**src/rtl/map_pkg.sv**
```systemverilog
// Shared types, block ids, opcodes and helpers for the map write-side master.
package map_pkg;

    localparam int AXIS_BITS = 5;
    localparam int ADDR_BITS = 3 * AXIS_BITS;
    localparam int ID_BITS   = 5;

    typedef logic [AXIS_BITS-1:0] axis_t;
    typedef logic [ADDR_BITS-1:0] addr_t;
    typedef logic [ID_BITS-1:0]   block_id_t;

    localparam block_id_t AIR     = 5'd0;
    localparam block_id_t GRASS   = 5'd1;
    localparam block_id_t DIRT    = 5'd2;
    localparam block_id_t STONE   = 5'd3;
    localparam block_id_t BEDROCK = 5'd4;

    typedef enum logic [1:0] {
        OP_NOP   = 2'd0,
        OP_PLACE = 2'd1,
        OP_BREAK = 2'd2,
        OP_FILL  = 2'd3
    } op_e;

    typedef enum logic [1:0] {
        ST_INIT  = 2'd0,
        ST_IDLE  = 2'd1,
        ST_FILL  = 2'd2,
        ST_DRAIN = 2'd3
    } state_e;

    // Field order makes the packed struct identical to the {y,z,x} map address.
    typedef struct packed {
        axis_t y;
        axis_t z;
        axis_t x;
    } xyz_t;

    function automatic addr_t pack_addr(input xyz_t p);
        return {p.y, p.z, p.x};
    endfunction

    function automatic block_id_t terrain_id(input axis_t y, input int ground_h,
                                             input int dirt_depth);
        int yi;
        yi = int'(y);
        if (yi == 0)                          return BEDROCK;
        else if (yi < ground_h - dirt_depth)  return STONE;
        else if (yi < ground_h)               return DIRT;
        else if (yi == ground_h)              return GRASS;
        else                                  return AIR;
    endfunction

endpackage

```
**src/rtl/map_writer_if.sv**
```systemverilog
// Edit-command valid/ready bus into map_writer.
interface map_writer_if;

    logic              cmd_valid;
    logic              cmd_ready;
    map_pkg::op_e      cmd_op;
    map_pkg::axis_t    cmd_x0;
    map_pkg::axis_t    cmd_y0;
    map_pkg::axis_t    cmd_z0;
    map_pkg::axis_t    cmd_x1;
    map_pkg::axis_t    cmd_y1;
    map_pkg::axis_t    cmd_z1;
    map_pkg::block_id_t cmd_id;

    modport master (
        output cmd_valid, cmd_op, cmd_x0, cmd_y0, cmd_z0,
               cmd_x1, cmd_y1, cmd_z1, cmd_id,
        input  cmd_ready
    );

    modport slave (
        input  cmd_valid, cmd_op, cmd_x0, cmd_y0, cmd_z0,
               cmd_x1, cmd_y1, cmd_z1, cmd_id,
        output cmd_ready
    );

endinterface

```
**src/rtl/map_xyz_counter.sv**
```systemverilog
// Three-axis bounded counter, x innermost then z then y; cur/last are valid in
// the load cycle so the first cell can be written without a bubble.
module map_xyz_counter
    import map_pkg::*;
(
    input  logic clk,
    input  logic rst_n,
    input  logic load,
    input  xyz_t lo_in,
    input  xyz_t hi_in,
    input  logic step,
    output xyz_t cur,
    output logic last
);

    xyz_t lo_q, lo_d;
    xyz_t hi_q, hi_d;
    xyz_t pos_q, pos_d;

    // NOTE: every variable gets a default at the top of the block, so no path
    // through the ifs can leave one unassigned and infer a latch.
    always_comb begin
        lo_d  = load ? lo_in : lo_q;
        hi_d  = load ? hi_in : hi_q;
        cur   = load ? lo_in : pos_q;
        last  = (cur == hi_d);
        pos_d = cur;
        if (step) begin
            if (cur.x != hi_d.x) begin
                pos_d.x = cur.x + 1'b1;
            end else begin
                pos_d.x = lo_d.x;
                if (cur.z != hi_d.z) begin
                    pos_d.z = cur.z + 1'b1;
                end else begin
                    pos_d.z = lo_d.z;
                    pos_d.y = (cur.y != hi_d.y) ? cur.y + 1'b1 : lo_d.y;
                end
            end
        end
    end

    // Reset range is the whole world, which is exactly what the INIT sweep needs.
    // NOTE: sequential state uses non-blocking assignments so all flops update
    // together from pre-edge values.
    always_ff @(posedge clk or negedge rst_n) begin
        if (!rst_n) begin
            lo_q  <= '0;
            hi_q  <= '1;
            pos_q <= '0;
        end else begin
            lo_q  <= lo_d;
            hi_q  <= hi_d;
            pos_q <= pos_d;
        end
    end

endmodule

```
**src/rtl/map_writer.sv**
```systemverilog
// Write-side master for the map RAM: terrain sweep after reset, then PLACE/BREAK/FILL.
// Optional MAP_WRITER_PROTECT_EN suppresses command writes to the bedrock layer (y==0).
module map_writer
    import map_pkg::*;
#(
    parameter int GROUND_H   = 8,
    parameter int DIRT_DEPTH = 3
) (
    input  logic         clk,
    input  logic         rst_n,
    map_writer_if.slave  cmd,
    output addr_t        write_addr,
    output block_id_t    write_data,
    output logic         write_en,
    output logic         init_done,
    output logic         busy
);

    state_e    state_q, state_d;
    logic      write_en_q, write_en_d;
    addr_t     write_addr_q, write_addr_d;
    block_id_t write_data_q, write_data_d;
    logic      init_done_q, init_done_d;
    logic      busy_q, busy_d;
    block_id_t fill_id_q, fill_id_d;

    logic      cnt_load, cnt_step, cnt_last;
    xyz_t      cnt_cur, fill_lo, fill_hi;
    logic      accept, cmd_wr;
    xyz_t      wr_pos;
    block_id_t wr_id;

    // NOTE: cmd_ready is a pure decode of the state register, never of cmd_valid,
    // so the handshake cannot form a combinational loop with the source.
    assign cmd.cmd_ready = (state_q == ST_IDLE);
    assign accept        = cmd.cmd_valid && (state_q == ST_IDLE);

    always_comb begin
        fill_lo.x = (cmd.cmd_x0 < cmd.cmd_x1) ? cmd.cmd_x0 : cmd.cmd_x1;
        fill_hi.x = (cmd.cmd_x0 < cmd.cmd_x1) ? cmd.cmd_x1 : cmd.cmd_x0;
        fill_lo.y = (cmd.cmd_y0 < cmd.cmd_y1) ? cmd.cmd_y0 : cmd.cmd_y1;
        fill_hi.y = (cmd.cmd_y0 < cmd.cmd_y1) ? cmd.cmd_y1 : cmd.cmd_y0;
        fill_lo.z = (cmd.cmd_z0 < cmd.cmd_z1) ? cmd.cmd_z0 : cmd.cmd_z1;
        fill_hi.z = (cmd.cmd_z0 < cmd.cmd_z1) ? cmd.cmd_z1 : cmd.cmd_z0;
    end

    map_xyz_counter u_cnt (
        .clk   (clk),
        .rst_n (rst_n),
        .load  (cnt_load),
        .lo_in (fill_lo),
        .hi_in (fill_hi),
        .step  (cnt_step),
        .cur   (cnt_cur),
        .last  (cnt_last)
    );

    always_ff @(posedge clk or negedge rst_n) begin
        if (!rst_n) state_q <= ST_INIT;
        else        state_q <= state_d;
    end

    // DRAIN is the cycle after the final write of a sweep or command.
    always_comb begin
        state_d = state_q;
        case (state_q)
            ST_INIT:  if (cnt_last) state_d = ST_DRAIN;
            ST_IDLE: begin
                if (accept) begin
                    case (cmd.cmd_op)
                        OP_PLACE, OP_BREAK: state_d = ST_DRAIN;
                        OP_FILL:            state_d = cnt_last ? ST_DRAIN : ST_FILL;
                        default:            state_d = ST_IDLE;
                    endcase
                end
            end
            ST_FILL:  if (cnt_last) state_d = ST_DRAIN;
            ST_DRAIN: state_d = ST_IDLE;
            default:  state_d = ST_INIT;
        endcase
    end

    always_comb begin
        cnt_load     = 1'b0;
        cnt_step     = 1'b0;
        cmd_wr       = 1'b0;
        wr_pos       = cnt_cur;
        wr_id        = fill_id_q;
        fill_id_d    = fill_id_q;
        write_en_d   = 1'b0;
        write_addr_d = write_addr_q;
        write_data_d = write_data_q;
        case (state_q)
            ST_INIT: begin
                cnt_step     = 1'b1;
                write_en_d   = 1'b1;
                write_addr_d = pack_addr(cnt_cur);
                write_data_d = terrain_id(cnt_cur.y, GROUND_H, DIRT_DEPTH);
            end
            ST_IDLE: begin
                if (accept) begin
                    case (cmd.cmd_op)
                        OP_PLACE: begin
                            cmd_wr = 1'b1;
                            wr_pos = '{y: cmd.cmd_y0, z: cmd.cmd_z0, x: cmd.cmd_x0};
                            wr_id  = cmd.cmd_id;
                        end
                        OP_BREAK: begin
                            cmd_wr = 1'b1;
                            wr_pos = '{y: cmd.cmd_y0, z: cmd.cmd_z0, x: cmd.cmd_x0};
                            wr_id  = AIR;
                        end
                        OP_FILL: begin
                            cnt_load  = 1'b1;
                            cnt_step  = 1'b1;
                            cmd_wr    = 1'b1;
                            wr_id     = cmd.cmd_id;
                            fill_id_d = cmd.cmd_id;
                        end
                        default: ;
                    endcase
                end
            end
            ST_FILL: begin
                cnt_step = 1'b1;
                cmd_wr   = 1'b1;
            end
            default: ;
        endcase
        if (cmd_wr) begin
            write_addr_d = pack_addr(wr_pos);
            write_data_d = wr_id;
`ifdef MAP_WRITER_PROTECT_EN
            write_en_d   = (wr_pos.y != '0);
`else
            write_en_d   = 1'b1;
`endif
        end
        init_done_d = init_done_q || (state_q == ST_DRAIN);
        busy_d      = (state_d != ST_IDLE);
    end

    always_ff @(posedge clk or negedge rst_n) begin
        if (!rst_n) begin
            write_en_q   <= 1'b0;
            write_addr_q <= '0;
            write_data_q <= '0;
            init_done_q  <= 1'b0;
            busy_q       <= 1'b1;
            fill_id_q    <= '0;
        end else begin
            write_en_q   <= write_en_d;
            write_addr_q <= write_addr_d;
            write_data_q <= write_data_d;
            init_done_q  <= init_done_d;
            busy_q       <= busy_d;
            fill_id_q    <= fill_id_d;
        end
    end

    assign write_en   = write_en_q;
    assign write_addr = write_addr_q;
    assign write_data = write_data_q;
    assign init_done  = init_done_q;
    assign busy       = busy_q;

endmodule

```
**src/flat_wrapper.sv**
```systemverilog
// flat-port wrapper written by rule: the top's interface ports become plain ports
module map_writer_flat import map_pkg::*;
#(
    parameter int GROUND_H   = 8,
    parameter int DIRT_DEPTH = 3
)
  (clk, rst_n, write_addr, write_data, write_en, init_done, busy, cmd_cmd_valid, cmd_cmd_op, cmd_cmd_x0, cmd_cmd_y0, cmd_cmd_z0, cmd_cmd_x1, cmd_cmd_y1, cmd_cmd_z1, cmd_cmd_id, cmd_cmd_ready);
  map_writer_if cmd_i ();
  input  logic clk;
  input  logic rst_n;
  output addr_t write_addr;
  output block_id_t write_data;
  output logic write_en;
  output logic init_done;
  output logic busy;
  input wire logic [$bits(cmd_i.cmd_valid)-1:0] cmd_cmd_valid;
  input wire logic [$bits(cmd_i.cmd_op)-1:0] cmd_cmd_op;
  input wire logic [$bits(cmd_i.cmd_x0)-1:0] cmd_cmd_x0;
  input wire logic [$bits(cmd_i.cmd_y0)-1:0] cmd_cmd_y0;
  input wire logic [$bits(cmd_i.cmd_z0)-1:0] cmd_cmd_z0;
  input wire logic [$bits(cmd_i.cmd_x1)-1:0] cmd_cmd_x1;
  input wire logic [$bits(cmd_i.cmd_y1)-1:0] cmd_cmd_y1;
  input wire logic [$bits(cmd_i.cmd_z1)-1:0] cmd_cmd_z1;
  input wire logic [$bits(cmd_i.cmd_id)-1:0] cmd_cmd_id;
  output wire logic [$bits(cmd_i.cmd_ready)-1:0] cmd_cmd_ready;
  assign cmd_i.cmd_valid = cmd_cmd_valid;
  assign cmd_i.cmd_op = cmd_cmd_op;
  assign cmd_i.cmd_x0 = cmd_cmd_x0;
  assign cmd_i.cmd_y0 = cmd_cmd_y0;
  assign cmd_i.cmd_z0 = cmd_cmd_z0;
  assign cmd_i.cmd_x1 = cmd_cmd_x1;
  assign cmd_i.cmd_y1 = cmd_cmd_y1;
  assign cmd_i.cmd_z1 = cmd_cmd_z1;
  assign cmd_i.cmd_id = cmd_cmd_id;
  assign cmd_cmd_ready = cmd_i.cmd_ready;
  map_writer #(.GROUND_H(GROUND_H), .DIRT_DEPTH(DIRT_DEPTH)) u_core (.clk(clk), .rst_n(rst_n), .cmd(cmd_i), .write_addr(write_addr), .write_data(write_data), .write_en(write_en), .init_done(init_done), .busy(busy));
endmodule
```
**config.mk**
```make
export PLATFORM = sky130hd
export DESIGN_NAME = map_writer_flat
export DESIGN_NICKNAME = d
export VERILOG_FILES = /design/src/rtl/map_pkg.sv /design/src/rtl/map_writer_if.sv /design/src/rtl/map_xyz_counter.sv /design/src/rtl/map_writer.sv /design/src/flat_wrapper.sv
export SDC_FILE = /design/constraint.sdc
export NUM_CORES = 1
export LEC_CHECK = 0
export CAP_MARGIN = 20
export CORE_ASPECT_RATIO = 2
export CORE_MARGIN = 8
export CORE_UTILIZATION = 57
export CTS_CLUSTER_DIAMETER = 150
export DETAILED_ROUTE_END_ITERATION = 8
export PLACE_DENSITY = 0.81
export SLEW_MARGIN = 20
export SYNTH_ARGS = -nofsm -noshare
export SYNTH_HDL_FRONTEND = slang
export SYNTH_HIERARCHICAL = 1
export SYNTH_SLANG_ARGS = --single-unit
```
**constraint.sdc**
```tcl
create_clock -name clk -period 3.9 [get_ports clk]
set_clock_uncertainty 0.1 [all_clocks]
set_input_delay 0.78 -clock clk [delete_from_list [all_inputs] [get_ports clk]]
set_output_delay 0.78 -clock clk [all_outputs]
set_load 0.01 [all_outputs]
```
==> parameters.txt <==
Parameter                              Value

Status
  Status ... complete, but fails checks
  Violated checks ... setup timing

Layout
  Number of diodes added for antenna fixing ... 0
  Fraction of layout cells with a size suffix above 1 ... 0.265
  Area of the multi-input gates ... 3390 sq um
  Final std cell area, no fill ... 7380 sq um
  Final Net Count ... a little over 800
  Sequential Area ... 1900 sq um
  Number of filler cells placed in the layout ... ~650
  Layout area overhead ... 32.1%

Power
  Sequential cell fraction of total power ... 0.316
  Max rail drop VDD ... approximately 390 uV
  Switching portion of total power ... 0.365
  Clock power frac ... 0.204
  Power Density ... 488 nW/um^2
  P_leak ... 3.47 nW
  Internal Power ... 2.29 mW
  Total net switching power ... about 1.3 mW
  Power share of the combinational group ... 0.480
  Tot Pwr ... 3.60 mW

Routing
  Pre-antenna DRT Iters ... 7
  Top Layer Used ... met4
  Post-DR wirelength/cell ... 18.1 um
  DRC violations left ... 0
  Detailed route wirelength on metal2 ... about 9000 um
  Number of vias per cell ... 6.09
  Post-route antenna net violation count ... 0
  Vias ... ~5400
  Aggregate routed wire length ... 16100 um
  Met1 wire length ... 5920 um
  DR WL met3 ... 633 um
  Number of DRC markers after the initial detailed-route iteration ... 299

Yosys
  Mean instance size in the synthesized netlist ... 9.11 sq um
  Seq/Total Area, Yosys ... 0.340
  Netlist area before placement ... ~5600 sq um
  Async set-or-reset flop fraction in the synthesized netlist ... 1.00
  Main flop type after synthesis ... sky130_fd_sc_hd__dfrtp_1
  Syn Nets ... 677
  Count of cell types in the netlist ... 64
  Syn. warnings ... 6
  Flip-flop and latch count after synthesis ... between 70 and 80
  Count of flip-flops with a built-in enable after synthesis ... 0
  Post-synthesis instance total ... 613

Clock network
  Inserted Clock Buffers ... 9
  Insertion delay of the later-clocked pin in the worst-skew pair ... roughly 0.34 ns
  Number of H-tree levels ... 3
  TritonCTS clock tree ... done
  Maximum root-to-sink buffer count ... 2
  Clk pin slew, worst setup/hold paths ... 0.06 ns
  Root Buffer Master ... sky130_fd_sc_hd__clkbuf_16
  CTS Sinks ... 75

GRT
  Number of antenna violations at the first check in global routing ... 0
  Wire length of the first global-routing pass ... 26200 um
  Number of global-route vias before repair ... 5716
  Global-route usage over all layers ... 0.243
  Residual overflow from global routing ... 0
  Pin count of the biggest net entering global routing ... between 70 and 80

Worst setup path
  Critical path destination ... u_core/u_cnt/pos_q[10]
  CP Data Arrival Time ... between 4 and 5 ns
  Delay of the slowest cell on the worst path ... between 0.4 and 0.5 ns
  Slack of the worst reg-to-reg path ... 0.69 ns
  Cell breakdown of the critical path ... clkdlybuf4s50_1, inv_1, ha_1, a211o_4, a2111o_1, nand3_1, xor2_1, nor4_2, a2bb2oi_1, a211oi_1, buf_4, a21boi_0, mux2i_1
  Req. time, crit path ... 4.01 ns
  Critical path endpoint category ... flip-flop
  Master of the slowest instance on the critical path ... sky130_fd_sc_hd__clkdlybuf4s50_1
  Startpoint of the most critical setup path ... cmd_cmd_z1[1]
  Category of the most critical setup path ... in2reg
  Worst reg2reg startpoint ... u_core/state_q[1]
  Reg-to-reg endpoint ... u_core/busy
  Worst Setup Start Kind ... primary input
  Critical path fanouts, max ... 13
  Worst R2R Path Depth ... 13

Die
  Die outline area ... 13400 sq um
  Boundary Pins ... 64
  Initial Utilization ... 0.579
  Vertical die dimension ... 156 um
  Placement row count ... 51
  Die Width ... 86.0 um
  Placeable Area ... 9640 sq um

Min path
  Path type of the worst min-delay path ... reg2reg

STA
  PnR worst setup slack ... -0.00279 ns
  Slew @ Worst Pin ... approximately 1.0 ns
  Final hold violation count ... 0
  Setup repair after global routing missed its margin ... true
  Tcrit/Tclk final ... 1.00
  Slew headroom ... 0.299
  Total negative setup slack ... -0.00279 ns
  Peak clock frequency supported by timing ... 256 MHz
  Final-report max-slew violation count ... 0
  Final count of negative-setup-slack endpoints ... 1
  Clock period minus final worst setup slack ... slightly below 4 ns

Placement
  Cell area after placement ... 6990 sq um
  Number of buffers added on ports ... 63
  Worst setup timing slack at the placement stage ... -0.379 ns
  Post-DP HPWL ... 11800 um
  Final estimated routing congestion in global placement ... 0.870

Job
  Max-Cap Viols ... 0
[registers in the layout, indices dropped and copies added (netlist names), 2 cells and up]
| name | flops |
|---|---|
| u_core/fill_id_q | 5 |
| u_core/state_q | 2 |
| u_core/u_cnt/hi_q | 15 |
| u_core/u_cnt/lo_q | 15 |
| u_core/u_cnt/pos_q | 15 |
| u_core/write_addr | 15 |
| u_core/write_data | 5 |
[power by group through the flow]
| stage | logic [mW] | clock network (mW) | registers (mW) |
|---|---|---|---|
| after global routing | 1.87 | 0.772 | 1.16 |
| final | 1.73 | 0.736 | 1.14 |
| after detailed placement | 1.65 | 0 | 1.15 |
| after floorplan | 0.955 | 0 | 1.16 |
| after global placement | 1.58 | 0 | 1.13 |
| after CTS | 1.69 | 0.742 | 1.14 |
[cell type report]
cell class	instances	area share
clock buffer	11	0.0316
timing repair buffer	170	0.195
clock inverter	5	0.00441
inverter	57	0.0290
sequential	75	0.257
tap	132	0.0224
multi-input combinational	441	0.460
[worst max-delay path: cells and delay by family]
family                     cells  cell delay, ns
buffers and inverters          3            0.75
adders and majority gates      1            0.29
xor gates and xnor gates       1            0.12
muxes                          1            0.11
and+or+nand+nor                2            0.51
AOI/OAI and AO/OA              5            1.46
[cell usage after synthesis (17+ instances only)]
cell type | number | area share
sky130_fd_sc_hd__inv_1 | 56 | 0.038
sky130_fd_sc_hd__o21ai_0 | 31 | 0.028
sky130_fd_sc_hd__ha_1 | 24 | 0.054
sky130_fd_sc_hd__nand4_1 | 21 | 0.024
sky130_fd_sc_hd__clkbuf_1 | 26 | 0.017
sky130_fd_sc_hd__mux2i_1 | 20 | 0.036
sky130_fd_sc_hd__a22oi_1 | 25 | 0.034
sky130_fd_sc_hd__a2111o_1 | 17 | 0.034
sky130_fd_sc_hd__nand2_1 | 35 | 0.024
sky130_fd_sc_hd__mux2_2 | 27 | 0.054
sky130_fd_sc_hd__dfrtp_1 | 59 | 0.26
sky130_fd_sc_hd__nand3_1 | 34 | 0.030
sky130_fd_sc_hd__a21o_1 | 23 | 0.031
[layout by cell type (no fill, tap or decap), types with 16 or more instances in the layout]
master / count
sky130_fd_sc_hd__buf_4: 106
sky130_fd_sc_hd__clkdlybuf4s50_1: 62
sky130_fd_sc_hd__dfrtp_1: 59
sky130_fd_sc_hd__inv_1: 56
sky130_fd_sc_hd__nand2_1: 34
sky130_fd_sc_hd__nand3_1: 33
sky130_fd_sc_hd__o21ai_0: 30
sky130_fd_sc_hd__mux2_2: 27
sky130_fd_sc_hd__a22oi_1: 24
sky130_fd_sc_hd__a21o_1: 23
sky130_fd_sc_hd__ha_1: 22
sky130_fd_sc_hd__nand4_1: 21
sky130_fd_sc_hd__mux2i_1: 20
sky130_fd_sc_hd__a2111o_1: 17
sky130_fd_sc_hd__dfstp_2: 16
[metrics by stage]
step	utilization	instances	hold slack, ns
2_1_floorplan	-	613	0.372
3_3_place_gp	0.725	873	0.375
3_5_place_dp	0.725	873	0.369
4_1_cts	0.757	889	0.386
5_1_grt	0.765	891	0.409
6_report	0.765	891	0.378
[cells by family (layout without fill, tap and decap cells)]
| logic type | after synthesis | count (layout) | synth area share |
|---|---|---|---|
| xor+xnor | 24 | 24 | 0.0377 |
| fa+ha+maj | 24 | 24 | 0.0538 |
| simple gates | 167 | 167 | 0.162 |
| compound gates | 177 | 177 | 0.240 |
| mux | 49 | 49 | 0.0957 |
| flops | 75 | 75 | 0.340 |
| buf+inv | 97 | 243 | 0.0713 |
[timing repair]
item / 4_1_cts / 5_1_grt
pin swaps: 0 / 7
hold buffers: 0 / 0
setup endpoints to repair: 3 / 15
setup buffers: 0 / 2
resized for setup: 7 / 16
[routing by layer]
| metal | track usage | vias to the layer above |
|---|---|---|
| met5 | 0 | - |
| met4 | 0.138 | 0 |
| met3 | 0.0433 | 54 |
| met2 | 0.463 | 170 |
| met1 | 0.232 | 2647 |
| li1 | - | 2557 |
[worst min path at each step]
stage | from | endpoint | slack [ns] | cells after the start
floorplan | u_core/u_cnt/lo_q[5] | u_core/u_cnt/lo_q[5] | 0.37 | 1
global placement | u_core/init_done | u_core/init_done | 0.37 | 1
detailed placement | u_core/init_done | u_core/init_done | 0.37 | 1
CTS | u_core/init_done | u_core/init_done | 0.39 | 1
global route | u_core/init_done | u_core/init_done | 0.41 | 1
finish | u_core/init_done | u_core/init_done | 0.38 | 1
Note: power is estimated with default switching activity, not from simulation.
==> patch 1, RTL diff (same settings) <==
The option `MAP_WRITER_PROTECT_EN` is turned on by a define.
--- a/src/rtl/map_writer.sv
+++ b/src/rtl/map_writer.sv
@@ -1,4 +1,6 @@
 // Write-side master for the map RAM: terrain sweep after reset, then PLACE/BREAK/FILL.
 // Optional MAP_WRITER_PROTECT_EN suppresses command writes to the bedrock layer (y==0).
+`define MAP_WRITER_PROTECT_EN
+
 module map_writer
     import map_pkg::*;
Function: no difference found for any inputs over 10 cycles, from zero or initial values and one cycle with rst_n low; that may be too few to reach the edited logic, so the function may still have changed.
==> patch 1 against the unedited design <==
- the run still ends with setup timing left
- sequential share of layout area grew 2.2 points
- global-route usage rose by 0.53 points
- synthesized area is 12% lower
- wire length decreased by 4.6%
- sequential cell count is the same
- worst hold slack lost 0.047 ns
- final area shrank 7.7%
- worst setup slack lost 0.057 ns
Power is not compared: it rests on default switching activity, and its combinational part moved more than twofold at a synthesized area within 25%.
==> patch 1: results (changes against the unedited design) <==
Layout
  • Clock-cell share of area: 0.0447 (was 0.0360)
  • Area of the multi-input gates: 2970 um2 (was 3390 um2)
  • Non-clock buffer instance count of the final layout: 149 (was 170)
  • Inverters: 50 (was 57)
  • FILL cells: 521 (was 646)
  • Seq/total area: 0.279 (was 0.257)
  • # clk buffers: 10 (was 11)

Place
  • DP Worst Slack: -0.493 ns (was -0.379 ns)
  • # placed instances: 724 (was 873)
  • DPL Wire Length: 10.5 mm (was 11.8 mm)
  • Placer Congestion: 0.936 (was 0.870)

Detailed routing
  • Vias per std cell: 6.29 (was 6.09)
  • Drt pass-1 iters: 8 (was 7)
  • DR WL met3: 884 um (was 633 um)

Setup path
  • Reg2Reg Depth: 14 (was 13)
  • Crit path from: cmd_cmd_x1[3] (was cmd_cmd_z1[1])
  • Worst setup path end: u_core/u_cnt/pos_q[3] (was u_core/u_cnt/pos_q[10])

Min path
  • Min-Delay Path Class: primary input to asynchronous set/reset pin (was flop to flop)

GRT
  • GR Util All Layers: 0.248 (was 0.243)
  • Vias in the first global route: 4851 (was 5716)
  • First-pass GRT wire length: 23.3 mm (was 26.2 mm)
  • Grt met3 use: 0.0450 (was 0.0433)

STA
  • Final setup vio count: 3 (was 1)
  • Final setup TNS: -0.102 ns (was -0.00279 ns)
  • Final WS setup: -0.0597 ns (was -0.00279 ns)
  • Max-slew headroom: 0.572 (was 0.299)

Synth
  • Post-synthesis sequential area ratio: 0.385 (was 0.340)
  • Mapped Nets: 567 (was 677)
  • Synth cell types: 58 (was 64)

Status
  • Status: finished with violations (unchanged)
  • Violated checks: setup timing (unchanged)
## patch 1: cell count changes after synthesis, moves of 10 or more
cell	delta
a22o_1	-14
and3_1	+12
clkbuf_1	-17
a21o_1	-20
a31oi_1	-10
a22oi_1	-11
nand3_1	-17
nand4_1	-19
a221o_1	+19
a2111o_1	-17
## patch 1: kinds of logic after synthesis
logic type	synth area share
AO/OA/AOI/OAI	0.185
XOR/XNOR	0.0444
adder cells (fa/ha/maj)	0.0609
buffers and inverters	0.0574
flip-flops	0.385
multiplexers	0.131
AND/OR/NAND/NOR	0.136
## patch 1: power groups by stage
stage / logic (mW) / registers (mW) / clock network (mW)
floorplan: 0.143 / 0.793 / 0
global placement: 0.294 / 0.793 / 0
detailed placement: 0.302 / 0.793 / 0
CTS: 0.312 / 0.779 / 0.851
global route: 0.388 / 0.779 / 0.891
finish: 0.361 / 0.779 / 0.846
==> patch 2, RTL diff (same flow settings) <==
Made on the original files. Re-encode `state_e` (4 states) as one-hot, 4 bits wide.
--- a/src/rtl/map_pkg.sv
+++ b/src/rtl/map_pkg.sv
@@ -23,9 +23,9 @@
     } op_e;
 
-    typedef enum logic [1:0] {
-        ST_INIT  = 2'd0,
-        ST_IDLE  = 2'd1,
-        ST_FILL  = 2'd2,
-        ST_DRAIN = 2'd3
+    typedef enum logic [3:0] {
+        ST_INIT  = 4'b0001,
+        ST_IDLE  = 4'b0010,
+        ST_FILL  = 4'b0100,
+        ST_DRAIN = 4'b1000
     } state_e;
 
Function: no difference found for any inputs over 10 cycles, from zero or initial values and one cycle with rst_n low; not proved beyond that.
==> patch 2 against the unedited design <==
- global-route usage is 2.1 points lower
- critical path depth is 1 higher
- sequential cell count is 2 higher
- worst setup slack better by 0.12 ns
- final cell count is 20% lower
- synthesized area is 13% lower
- final area is 10% lower
- wire length is 19% lower
- non-clock buffer count is 25 lower
- critical endpoint is now u_core/state_q[3]
- highest routed layer unchanged
Power is not compared: it rests on default switching activity, and its combinational part moved more than twofold at a synthesized area within 25%.
==> patch 2: results (changes against the unedited design) <==
Status
  • Status: complete, no violations (was finished with violations)

Setup path
  • Reg2Reg Depth: 11 (was 13)
  • Crit path from: cmd_cmd_y0[3] (was cmd_cmd_z1[1])
  • Peak fanout along the critical path: 5 (was 13)
  • Critical R2R Launch: u_core/state_q[2] (was u_core/state_q[1])
  • Worst r2r dst: u_core/state_q[3] (was u_core/busy)
  • Arr. time, crit path: 3.94 ns (was 4.01 ns)

Synth
  • Synth area leaders: dfrtp_1, mux2_2, dfstp_2, mux2i_1, ha_1 (was dfrtp_1, dfstp_2, mux2_2, ha_1, inv_1)
  • Synth cell types: 60 (was 64)
  • Post-synth top cells: dfrtp_1, mux2_2, inv_1 (was dfrtp_1, inv_1, nand2_1)
  • Mapped Nets: 527 (was 677)
  • Post-synthesis sequential area ratio: 0.400 (was 0.340)
  • Mean area per synthesized cell: 10.4 um2 (was 9.11 um2)

STA
  • Hold WS: 0.368 ns (was 0.378 ns)
  • Slew @ Worst Pin: 0.948 ns (was 1.04 ns)

Min path
  • Worst Hold Endpoint: u_core/init_done (unchanged)
  • Worst Hold Path Cells: 2 (was 1)

Layout
  • Share of post-route cells with drive strength above 1: 0.339 (was 0.265)
  • Finished Layout Cells: 711 (was 891)
  • Layout Nets: 664 (was 818)

Detailed routing
  • Final WL: 13.0 mm (was 16.1 mm)
  • Drt pass-1 iters: 5 (was 7)

GRT
  • GR Util All Layers: 0.222 (was 0.243)
  • Largest net degree at the start of global routing: 78 (was 76)
  • First-pass GRT wire length: 20.8 mm (was 26.2 mm)

Place
  • # placed instances: 688 (was 873)
  • DPL Wire Length: 9.14 mm (was 11.8 mm)
  • Port bufs: 63 (unchanged)
  • Area post-placement: 6090 um2 (was 6990 um2)
  • Placer Congestion: 0.847 (was 0.870)
-- patch 2: cell count changes in the layout (fill, tap and decap cells not counted), sizes merged, moves of 12 or more --
cell           change
mux2i             +14
mux2              +30
a22o              -15
a2111o            -17
nand3             -28
buf               -25
clkdlybuf4s50     -20
nand4             -17
a21o              -16
a22oi             -21
dlymetal6s2s      +14
and3              -12
-- patch 2: cell type report --
| cell class | instances | area, um2 | share of cell area |
|---|---|---|---|
| Sequential cell | 77 | 1950 | 0.295 |
| Inverter | 48 | 180 | 0.0273 |
| Clock buffer | 12 | 246 | 0.0373 |
| Timing Repair Buffer | 145 | 1290 | 0.195 |
| Clock inverter | 4 | 47.5 | 0.00720 |
| Tap cell | 100 | 125 | 0.0189 |
| Multi-Input combinational cell | 325 | 2770 | 0.420 |
-- patch 2: how the worst max path moves through the flow --
stage	depth (start not counted)	endpoint	slack, ns
global placement	16	u_core/state_q[3]	-0.35
detailed placement	14	u_core/u_cnt/pos_q[10]	-0.46
finish	14	u_core/state_q[3]	0.12
global route	15	u_core/u_cnt/pos_q[13]	-0.02
CTS	14	u_core/u_cnt/pos_q[10]	0.008
floorplan	12	u_core/u_cnt/pos_q[10]	0.001
-- patch 2: metal layers --
layer	GRT usage	up-vias	share of wire	wire length [um]
li1	-	1920	-	-
met1	0.251	2063	0.39	5140
met2	0.384	129	0.54	6980
met3	0.0483	24	0.045	586
met4	0.0847	0	0.026	338
met5	0	-	0	0
-- patch 2: timing repair --
item,4_1_cts,5_1_grt
pin swaps,15,18
gates resized for setup,23,29
hold buffers,0,0
buffers inserted,2,4
setup endpoints to repair,13,19
cloned,1,0
-- patch 2: cell families after synthesis --
| family | after synthesis | share of synthesized area |
|---|---|---|
| multiplexers | 93 | 0.208 |
| buffers and inverters | 67 | 0.0618 |
| adder cells (fa/ha/maj) | 18 | 0.0462 |
| XOR/XNOR | 25 | 0.0449 |
| AO/OA/AOI/OAI | 95 | 0.142 |
| AND/OR/NAND/NOR | 94 | 0.0978 |
| flip-flops | 77 | 0.400 |
-- patch 2: where the power goes --
| part | internal [mW] | total [mW] | leakage, nW | switching (mW) |
|---|---|---|---|---|
| clock | 0.511 | 0.826 | 0.143 | 0.315 |
| combinational | 0.162 | 0.283 | 2.16 | 0.121 |
| sequential | 0.800 | 0.800 | 0.889 | 0 |
| total | 1.47 | 1.91 | 3.19 | 0.436 |
-- patch 2: critical path, cell delays in order --
cell and delay (ns):
clkdlybuf4s50_1 0.45, ha_1 0.32, a21o_1 0.19, a211oi_4 0.27, buf_4 0.17, mux2_2 0.32
mux2_4 0.26, or2_0 0.20, a21o_1 0.20, nor4_4 0.18, buf_6 0.18, and3_4 0.22
inv_1 0.05, o21bai_1 0.14
